### src/rtl/jpeg_enc_pkg.sv
// Shared JPEG entropy-prep definitions: symbol layout, special symbols and
// the arithmetic helpers used to turn coefficients into (size, amplitude).
package jpeg_enc_pkg;

  localparam int SYM_W        = 24;
  localparam int SYM_DC_BIT   = 23;
  localparam int SYM_COMP_LSB = 21;
  localparam int SYM_RUN_LSB  = 17;
  localparam int SYM_SIZE_LSB = 13;
  localparam int AMP_W        = 11;

  localparam logic [3:0] ZRL_RUN = 4'd15;
  localparam logic [3:0] EOB_RUN = 4'd0;

  localparam logic signed [15:0] COEF_MAX = 16'sd1023;
  localparam logic signed [11:0] DIFF_MAX = 12'sd2047;

  // Clamp a raw 16-bit coefficient to [-1023, 1023].
  function automatic logic signed [10:0] sat_coef(input logic signed [15:0] x);
    if (x > COEF_MAX) return 11'sd1023;
    else if (x < -COEF_MAX) return -11'sd1023;
    else return x[10:0];
  endfunction

  // Clamp a 12-bit DC difference to [-2047, 2047].
  function automatic logic signed [11:0] sat_diff(input logic signed [11:0] x);
    if (x < -DIFF_MAX) return -DIFF_MAX;
    else return x;
  endfunction

  // Absolute value of an already-saturated 12-bit value.
  function automatic logic [10:0] magnitude(input logic signed [11:0] v);
    logic [11:0] m;
    m = v[11] ? 12'(-v) : v;
    return 11'(m);
  endfunction

  // Bit length of a magnitude; 0 only for a zero magnitude.
  function automatic logic [3:0] bit_size(input logic [10:0] mag);
    logic [3:0] s;
    s = '0;
    for (int i = 0; i < 11; i++) begin
      if (mag[i]) s = 4'(i + 1);
    end
    return s;
  endfunction

  // JPEG amplitude bits: negatives become (v - 1) truncated to size bits.
  function automatic logic [AMP_W-1:0] amp_encode(input logic signed [11:0] v,
                                                  input logic [3:0] size);
    logic [12:0] t;
    logic [12:0] mask;
    t    = v[11] ? ({v[11], v} - 13'd1) : {v[11], v};
    mask = (13'd1 << size) - 13'd1;
    return 11'(t & mask);
  endfunction

  // Pack one output symbol; the two-bit zero field stays clear.
  function automatic logic [SYM_W-1:0] make_sym(input logic dc,
                                                input logic [1:0] comp,
                                                input logic [3:0] run,
                                                input logic [3:0] size,
                                                input logic [AMP_W-1:0] amp);
    logic [SYM_W-1:0] s;
    s = '0;
    s[SYM_DC_BIT]           = dc;
    s[SYM_COMP_LSB +: 2]    = comp;
    s[SYM_RUN_LSB +: 4]     = run;
    s[SYM_SIZE_LSB +: 4]    = size;
    s[0 +: AMP_W]           = amp;
    return s;
  endfunction

endpackage

### src/rtl/run_length_encoder.sv
// Run-length encoder: zigzag coefficients in, JPEG DC/AC/ZRL/EOB symbols out
// through a single registered output stage, with a DC predictor per component.
module run_length_encoder
  import jpeg_enc_pkg::*;
#(
  parameter int NUM_COMP = 3
) (
  input  logic               clk,
  input  logic               rst_n,
  input  logic signed [15:0] s_axis_tdata,
  input  logic               s_axis_tvalid,
  output logic               s_axis_tready,
  input  logic               s_axis_tlast,
  input  logic               s_axis_tuser,
  output logic [23:0]        m_axis_tdata,
  output logic               m_axis_tvalid,
  input  logic               m_axis_tready,
  output logic               m_axis_tlast,
  output logic               m_axis_tuser
);

  localparam logic [0:0] ST_ACCEPT = 1'b0;
  localparam logic [0:0] ST_ZRL    = 1'b1;

  logic [0:0]        state_q, state_d;
  logic [5:0]        coef_idx_q, coef_idx_d;
  logic [1:0]        comp_q, comp_d;
  logic [5:0]        zero_run_q, zero_run_d;
  logic signed [10:0] pred_q [NUM_COMP];
  logic signed [10:0] pred_d [NUM_COMP];
  logic [3:0]        held_size_q, held_size_d;
  logic [AMP_W-1:0]  held_amp_q, held_amp_d;
  logic [1:0]        held_comp_q, held_comp_d;
  logic              held_last_q, held_last_d;
  logic [SYM_W-1:0]  out_data_q, out_data_d;
  logic              out_valid_q, out_valid_d;
  logic              out_last_q, out_last_d;
  logic              out_user_q, out_user_d;

  logic              out_free, fire, sof, idx_last;
  logic [1:0]        comp_eff;
  logic signed [10:0] coef, pred_cur;
  logic signed [11:0] coef_x, diff;
  logic [3:0]        coef_size, dc_size;
  logic [AMP_W-1:0]  coef_amp, dc_amp;

  assign out_free      = !out_valid_q || m_axis_tready;
  assign s_axis_tready = (state_q == ST_ACCEPT) && out_free;
  assign fire          = s_axis_tvalid && s_axis_tready;
  assign idx_last      = (coef_idx_q == 6'd63);
  assign sof           = (coef_idx_q == 6'd0) && s_axis_tuser;
  assign comp_eff      = sof ? 2'd0 : comp_q;

  assign coef      = sat_coef(s_axis_tdata);
  assign coef_x    = {coef[10], coef};
  assign coef_size = bit_size(magnitude(coef_x));
  assign coef_amp  = amp_encode(coef_x, coef_size);

  // Predictor of the current component; a start of frame forces it to zero.
  always_comb begin
    pred_cur = '0;
    if (!sof) begin
      for (int i = 0; i < NUM_COMP; i++) begin
        if (comp_eff == 2'(i)) pred_cur = pred_q[i];
      end
    end
  end

  assign diff    = sat_diff(coef_x - {pred_cur[10], pred_cur});
  assign dc_size = bit_size(magnitude(diff));
  assign dc_amp  = amp_encode(diff, dc_size);

  // Next-state logic: coefficient acceptance, ZRL sequencing, output register.
  always_comb begin
    state_d     = state_q;
    coef_idx_d  = coef_idx_q;
    comp_d      = comp_q;
    zero_run_d  = zero_run_q;
    pred_d      = pred_q;
    held_size_d = held_size_q;
    held_amp_d  = held_amp_q;
    held_comp_d = held_comp_q;
    held_last_d = held_last_q;
    out_data_d  = out_data_q;
    out_valid_d = out_valid_q && !m_axis_tready;
    out_last_d  = out_last_q;
    out_user_d  = out_user_q;

    if (state_q == ST_ACCEPT) begin
      if (fire) begin
        coef_idx_d = coef_idx_q + 6'd1;
        if (idx_last) comp_d = (comp_eff == 2'(NUM_COMP - 1)) ? 2'd0 : comp_eff + 2'd1;
        else          comp_d = comp_eff;
        if (sof) begin
          for (int i = 0; i < NUM_COMP; i++) pred_d[i] = '0;
        end
        if (coef_idx_q == 6'd0) begin
          for (int i = 0; i < NUM_COMP; i++) begin
            if (comp_eff == 2'(i)) pred_d[i] = coef;
          end
          zero_run_d  = '0;
          out_valid_d = 1'b1;
          out_data_d  = make_sym(1'b1, comp_eff, 4'd0, dc_size, dc_amp);
          out_last_d  = 1'b0;
          out_user_d  = s_axis_tuser;
        end else if (coef == '0) begin
          if (idx_last) begin
            zero_run_d  = '0;
            out_valid_d = 1'b1;
            out_data_d  = make_sym(1'b0, comp_q, EOB_RUN, 4'd0, '0);
            out_last_d  = s_axis_tlast;
            out_user_d  = 1'b0;
          end else begin
            zero_run_d = zero_run_q + 6'd1;
          end
        end else if (zero_run_q < 6'd16) begin
          zero_run_d  = '0;
          out_valid_d = 1'b1;
          out_data_d  = make_sym(1'b0, comp_q, zero_run_q[3:0], coef_size, coef_amp);
          out_last_d  = idx_last && s_axis_tlast;
          out_user_d  = 1'b0;
        end else begin
          // Too many pending zeros: emit one ZRL now, park the coefficient.
          zero_run_d  = zero_run_q - 6'd16;
          held_size_d = coef_size;
          held_amp_d  = coef_amp;
          held_comp_d = comp_q;
          held_last_d = idx_last && s_axis_tlast;
          state_d     = ST_ZRL;
          out_valid_d = 1'b1;
          out_data_d  = make_sym(1'b0, comp_q, ZRL_RUN, 4'd0, '0);
          out_last_d  = 1'b0;
          out_user_d  = 1'b0;
        end
      end
    end else if (out_free) begin
      out_valid_d = 1'b1;
      out_user_d  = 1'b0;
      if (zero_run_q >= 6'd16) begin
        zero_run_d = zero_run_q - 6'd16;
        out_data_d = make_sym(1'b0, held_comp_q, ZRL_RUN, 4'd0, '0);
        out_last_d = 1'b0;
      end else begin
        zero_run_d = '0;
        out_data_d = make_sym(1'b0, held_comp_q, zero_run_q[3:0], held_size_q, held_amp_q);
        out_last_d = held_last_q;
        state_d    = ST_ACCEPT;
      end
    end
  end

  // State, counters, predictors and the output register.
  always_ff @(posedge clk or negedge rst_n) begin
    if (!rst_n) begin
      state_q     <= ST_ACCEPT;
      coef_idx_q  <= '0;
      comp_q      <= '0;
      zero_run_q  <= '0;
      for (int i = 0; i < NUM_COMP; i++) pred_q[i] <= '0;
      held_size_q <= '0;
      held_amp_q  <= '0;
      held_comp_q <= '0;
      held_last_q <= 1'b0;
      out_data_q  <= '0;
      out_valid_q <= 1'b0;
      out_last_q  <= 1'b0;
      out_user_q  <= 1'b0;
    end else begin
      state_q     <= state_d;
      coef_idx_q  <= coef_idx_d;
      comp_q      <= comp_d;
      zero_run_q  <= zero_run_d;
      pred_q      <= pred_d;
      held_size_q <= held_size_d;
      held_amp_q  <= held_amp_d;
      held_comp_q <= held_comp_d;
      held_last_q <= held_last_d;
      out_data_q  <= out_data_d;
      out_valid_q <= out_valid_d;
      out_last_q  <= out_last_d;
      out_user_q  <= out_user_d;
    end
  end

  assign m_axis_tdata  = out_data_q;
  assign m_axis_tvalid = out_valid_q;
  assign m_axis_tlast  = out_last_q;
  assign m_axis_tuser  = out_user_q;

endmodule
### config.mk
export PLATFORM = sky130hd
export DESIGN_NAME = run_length_encoder
export DESIGN_NICKNAME = d
export VERILOG_FILES = /design/src/rtl/jpeg_enc_pkg.sv /design/src/rtl/run_length_encoder.sv
export SDC_FILE = /design/constraint.sdc
export NUM_CORES = 1
export LEC_CHECK = 0
export ABC_AREA = 1
export ABC_CLOCK_PERIOD_IN_PS = 6400
export BUFFER_PORTS_ARGS = -buffer_cell sky130_fd_sc_hd__buf_2
export CORE_AREA = 2 2 113 115
export DETAILED_ROUTE_END_ITERATION = 8
export DIE_AREA = 0 0 115 117
export GPL_TIMING_DRIVEN = 0
export PLACE_DENSITY = 0.76
export SKIP_CTS_REPAIR_TIMING = 1
export SLEW_MARGIN = 20
export SYNTH_ARGS = -nofsm -noshare
export SYNTH_HDL_FRONTEND = slang
export SYNTH_SLANG_ARGS = --single-unit
### constraint.sdc
create_clock -name clk -period 6.4 [get_ports clk]
set_clock_uncertainty 0.05 [all_clocks]
set_input_delay 0.32 -clock clk [delete_from_list [all_inputs] [get_ports clk]]
set_output_delay 0.32 -clock clk [all_outputs]
set_load 0.02 [all_outputs]
==> summary.txt, run 1 <==
Finish
  – Antenna Diode Count: 0
  – Layout Nets: 1,082
  – Share of post-route cells with drive strength above 1: 0.211
  – Layout Utilization: 0.650
  – Synthesis-to-finish area growth: 20.7%
  – Fill count: roughly 1,100

Route
  – WL final: 18.8 mm
  – First DRT Iteration DRCs: approximately 630
  – Met3 Wirelength: 1.07 mm
  – Max Used Layer: met4
  – WL met1: slightly above 8 mm
  – Vias post-DR: between 6,000 and 7,000
  – DRC: 0
  – DR pass1 iterations: 5
  – DR vias/cell: between 5 and 6
  – DR WL/cell: approximately 16 um
  – DRT antenna net count: 0
  – WL met2: 9.08 mm

Synthesis
  – Sequential fraction of the synthesis area: 0.344
  – FFs w/ async S/R, synth: 1.00
  – Synth Flop Type: dfrtp_1
  – FF+latch count, synth: just over 90
  – Syn avg cell area: around 7 um2
  – Largest cells by area after synthesis: dfrtp_1 34%, nand2_1 13%, o21ai_0 6.6%
  – Yosys warnings: 0
  – Mapped cell area: between 0.006 and 0.007 mm2
  – EDFF count, synth: 0
  – Synth top area share: 0.344
  – Synth unique cells: 55
  – Top cells by count, synth: 223 x nand2_1, 111 x inv_1, 91 x dfrtp_1, 88 x nor2_1, 87 x o21ai_0
  – Most common cell in the synthesized netlist: nand2_1
  – Area leader, netlist: dfrtp_1
  – Mapped Cells: 955

Timing
  – Final Hold Fails: 0
  – Final period util: 0.978
  – RSZ-0062 raised after global routing: yes
  – Setup WS post-layout: roughly 0.14 ns
  – Worst-Margin Slew: between 0.9 and 1 ns
  – Fmax: about 0.16 GHz
  – Slew headroom: 0.371
  – Max Slew Vio Count: 0
  – # setup viols final: 0
  – Minimum clock period: 6.26 ns

Floorplanning
  – Ports: 50
  – Row count: 41
  – Die area: between 0.01 and 0.015 mm2
  – Die Y: about 120 um
  – Die Wd: between 100 and 150 um
  – Core box area: 0.0123 mm2
  – Initial Util: 0.538

Global routing
  – Largest net degree at the start of global routing: 63
  – Total congestion overflow: 0
  – Initial antenna violation count: 0
  – All-layer global routing usage: 0.282
  – Vias in the first global route: 6,311
  – First-pass GRT wire length: 30.4 mm

Setup path
  – Most frequent CP cell: o21ai_1
  – WP data arrival: roughly 6.5 ns
  – Kind of critical path: register to register
  – CP Max Fanout: 5
  – Worst EP required: 6.62 ns
  – CP Launch Type: register
  – Crit-path max cell delay: around 0.38 ns
  – Worst path slowest cell: ha_1
  – CP Capture Type: register

Job
  – Max cap viols: 0

Placement
  – RePlAce Congestion: 0.916
  – Pre-CTS setup slack: -0.982 ns
  – Post-DP HPWL: around 14 mm
  – Port bufs: 47

Clock tree
  – CTS tree: yes
  – Clock root buffer: clkbuf_16
  – Num CTS Buffers: 9
  – CTS Buffer Depth: 2
  – H-tree levels: 3
  – Clock transition at path regs: about 0.07 ns
  – Sink Count: a little over 90
  – Clk Latency, worst-skew pair: 0.34 ns

Hold path
  – Hold Crit Class: input pin to register

Outcome
  – Outcome: finished clean
==> logic make-up (layout without fill, tap and decap cells) <==
logic type                 Yosys count  count (layout)  share of synthesized area
and+or+nand+nor                    448             448                      0.300
AOI/OAI and AO/OA                  217             217                      0.192
buffers and inverters              155             245                     0.0912
DFF                                 91              91                      0.344
xor gates and xnor gates            24              24                     0.0351
adders and majority gates           19              19                     0.0370
other                                1               2                   0.000566
==> placed cells by master, fill, tap and decap left out, types with 22 or more instances in the layout <==
cell type,count
o21ai_0,81
inv_1,100
nand3_1,78
a21oi_1,41
dfrtp_1,91
nor2_1,77
buf_4,28
o21ai_1,22
buf_2,52
o22ai_1,27
nand2_1,204
==> area by class of cell <==
cell class	count	area, um2	share of cell area
Clock inverter	6	159	0.0199
Tap cell	150	188	0.0235
Buffer	29	141	0.0177
Timing Repair Buffer	75	474	0.0593
Clock buffer	10	239	0.0299
Multi-Input combinational cell	710	4040	0.505
Sequential cell	91	2280	0.285
Inverter	125	482	0.0602
==> registers in the layout (all words and copies together) (netlist names), 2 cells and up <==
| name | flops |
|---|---|
| m_axis_tdata | 22 |
| zero_run_q | 6 |
| held_comp_q | 2 |
| pred_q | 33 |
| comp_q | 2 |
| coef_idx_q | 6 |
| held_amp_q | 11 |
| held_size_q | 4 |
==> routing by layer <==
layer / track usage / up-vias
met4: 0.108 / 0
met3: 0.0350 / 40
li1: - / 3336
met2: 0.467 / 253
met5: 0 / -
met1: 0.382 / 3208
==> metrics by stage <==
| stage | cells | TNS (ns) | hold WS, ns | cell area, um2 |
|---|---|---|---|---|
| 2_1_floorplan | 956 | 0 | -0.0256 | 6630 |
| 3_3_place_gp | 1153 | -5.63 | 0.409 | 7050 |
| 3_5_place_dp | 1154 | -6.80 | 0.164 | 7090 |
| 4_1_cts | 1170 | -6.97 | -0.195 | 7480 |
| 5_1_grt | 1196 | -0.499 | 0.229 | 8000 |
| 6_report | 1196 | 0 | 0.185 | 8000 |
==> worst max-delay path, delay by kind of cell, from the launching register on <==
kind                     cells  cell delay [ns]
AO/OA/AOI/OAI               12             1.76
XOR/XNOR                     1             0.13
adder cells (fa/ha/maj)      5             1.24
buffers and inverters        8             0.66
flip-flops                   1             0.36
AND/OR/NAND/NOR             19             1.99
==> final timing paths <==
path,depth (start not counted),slack [ns],from,endpoint
hold reg to reg,2,0.42,m_axis_tdata[10],m_axis_tdata[10]
setup / recovery,45,0.14,coef_idx_q[0],m_axis_tdata[1]
min in group asynchronous,2,0.37,rst_n,coef_idx_q[1]
max in group asynchronous,3,5.35,rst_n,m_axis_tdata[14]
setup reg to reg,45,0.14,coef_idx_q[0],m_axis_tdata[1]
hold / removal,3,0.18,s_axis_tlast,held_last_q
Power of run 1 is left out: the tool's default activity adds up to more than one toggle a clock period on the data nets, which glitch-free logic cannot reach.
==> run 2, diff against run 1 <==
--- a/config.mk
+++ b/config.mk
@@ -13,6 +13,7 @@
 export DIE_AREA = 0 0 115 117
 export GPL_TIMING_DRIVEN = 0
 export PLACE_DENSITY = 0.76
+export REMOVE_ABC_BUFFERS = 1
 export SKIP_CTS_REPAIR_TIMING = 1
 export SLEW_MARGIN = 20
 export SYNTH_ARGS = -nofsm -noshare
==> summary.txt, run 2 (synthesis gave the netlist of run 1 again) <==
Finish
  – Biggest register: pred_q
  – Final instance area: 0.00774 mm2 (-3.2%)
  – Most frequent cells in the layout: 206 x nand2_1, 97 x inv_1, 91 x dfrtp_1, 79 x o21ai_0, 77 x nand3_1
  – Largest register FFs: 33 (unchanged)
  – Synthesis-to-finish area growth: 16.8%
  – Layout Utilization: 0.629 (-0.0209)
  – Share of post-route cells with drive strength above 1: 0.204 (-0.00714)
  – Antenna Diode Count: 0 (unchanged)
  – Layout Nets: 1,052 (-2.8%)
  – Most common cell after layout, fill and taps aside: nand2_1

Placement
  – Port bufs: 47 (unchanged)
  – Area of placed instances: 0.00695 mm2 (-1.9%)
  – RePlAce Congestion: 0.892 (-2.6%)
  – Post-DP HPWL: 12.7 mm (-7.6%)

Timing
  – # setup viols final: 1 (+1)
  – RSZ-0062 raised after global routing: yes
  – Minimum clock period: 6.45 ns (+0.190 ns)
  – Final period util: 1.01 (+0.0297)
  – Max Slew Vio Count: 0 (unchanged)
  – Slew headroom: 0.352 (-0.0191)
  – Final TNS setup: -0.0474 ns (-0.0474 ns)
  – Setup WS post-layout: -0.0474 ns (-0.190 ns)
  – Worst-Margin Slew: 0.962 ns (+0.0284 ns)
  – Final Hold Fails: 0 (unchanged)
  – Fmax: 0.155 GHz (-2.9%)

Floorplanning
  – Die Y: 117 um (unchanged)
  – Initial Util: 0.538 (unchanged)
  – Core box area: 0.0123 mm2 (unchanged)
  – Row count: 41 (unchanged)
  – Die area: 0.0135 mm2 (unchanged)
  – Die Wd: 115 um (unchanged)
  – Ports: 50 (unchanged)

Global routing
  – Total congestion overflow: 0 (unchanged)
  – Initial antenna violation count: 0 (unchanged)
  – All-layer global routing usage: 0.270 (-0.0125)
  – Vias in the first global route: 6,067 (-3.9%)
  – First-pass GRT wire length: 28.8 mm (-5.4%)
  – Largest net degree at the start of global routing: 56 (-11%)

Setup path
  – CP Max Fanout: 7 (+2)
  – Worst path slowest cell: nor4_1
  – Kind of critical path: register to register
  – Register-to-register setup slack: -0.05 ns (-0.19 ns)
  – Worst EP required: 6.62 ns (about the same)
  – CP Capture Type: register
  – WP data arrival: 6.66 ns (+0.18 ns)
  – CP Launch Type: register
  – Crit-path max cell delay: 0.48 ns (+0.10 ns)

Route
  – Vias post-DR: 6,616 (-3.2%)
  – Met3 Wirelength: 958 um (-10%)
  – DR WL/cell: 15.4 um (-1.8%)
  – First DRT Iteration DRCs: 569 (-9.8%)
  – DRC: 0 (unchanged)
  – WL met2: 8.48 mm (-6.6%)
  – WL met1: 7.89 mm (-2.4%)
  – Max Used Layer: met4
  – DR vias/cell: 5.68 (-0.57%)
  – DR pass1 iterations: 7 (+2)
  – DRT antenna net count: 0 (unchanged)
  – WL final: 17.9 mm (-4.4%)

Job
  – Max cap viols: 0 (unchanged)

Clock tree
  – CTS Buffer Depth: 2 (unchanged)
  – Sink Count: 91 (unchanged)
  – H-tree levels: 3 (unchanged)
  – Clock root buffer: clkbuf_16
  – Clk Latency, worst-skew pair: 0.34 ns (about the same)
  – CTS tree: yes
  – Clock transition at path regs: 0.06 ns (about the same)
  – Num CTS Buffers: 9 (unchanged)

Hold path
  – Hold Crit Class: input pin to register

Outcome
  – Violated checks: negative setup slack
  – Outcome: finished with violations
==> run 2: changes by cell type in the layout (fill, tap and decap cells not counted), sizes merged <==
cell and delta:
clkinv +1, bufinv -5, buf -12, clkinvlp +2
clkbuf -16, inv -2
==> run 2: cell type report <==
cell class / count / area [um2]
Clock buffer: 12 / 256
Fill cell: 1118 / 4570
Timing Repair Buffer: 74 / 479
Sequential cell: 91 / 2280
Tap cell: 150 / 188
Clock inverter: 2 / 12.5
Inverter: 125 / 483
Multi-Input combinational cell: 710 / 4040
==> run 2: worst max-delay path: cells and delay by family, from the launching register on <==
family	cells	cell delay [ns]
DFF	1	0.39
buffers and inverters	8	0.50
AOI/OAI and AO/OA	8	1.04
adders and majority gates	5	1.22
and+or+nand+nor	26	3.15
==> run 2: per-layer routing <==
layer / vias to the layer above / GRT usage
li1: 3284 / -
met1: 3085 / 0.357
met2: 202 / 0.441
met3: 45 / 0.0489
met4: 0 / 0.110
met5: - / 0
==> run 2: path summary, 6_finish.rpt <==
check | from | end | cells past startpoint
worst min-delay path | s_axis_tlast | held_last_q | 3
worst min register to register | m_axis_tdata[4] | m_axis_tdata[4] | 2
worst max-delay path | coef_idx_q[0] | m_axis_tdata[1] | 47
worst max register to register | coef_idx_q[0] | m_axis_tdata[1] | 47
max in group asynchronous | rst_n | pred_q[19] | 3
min in group asynchronous | rst_n | zero_run_q[0] | 2
==> run 2: through the flow <==
| step | hold slack [ns] | std cells | setup slack, ns |
|---|---|---|---|
| final | 0.185 | 1164 | -0.0474 |
| after CTS | -0.0914 | 1138 | -1.36 |
| after floorplan | -0.0256 | 926 | 0.0784 |
| after detailed placement | 0.265 | 1124 | -1.28 |
| after global routing | 0.186 | 1164 | -0.447 |
| after global placement | 0.405 | 1123 | -1.15 |
Power of run 2 is left out for the same reason.
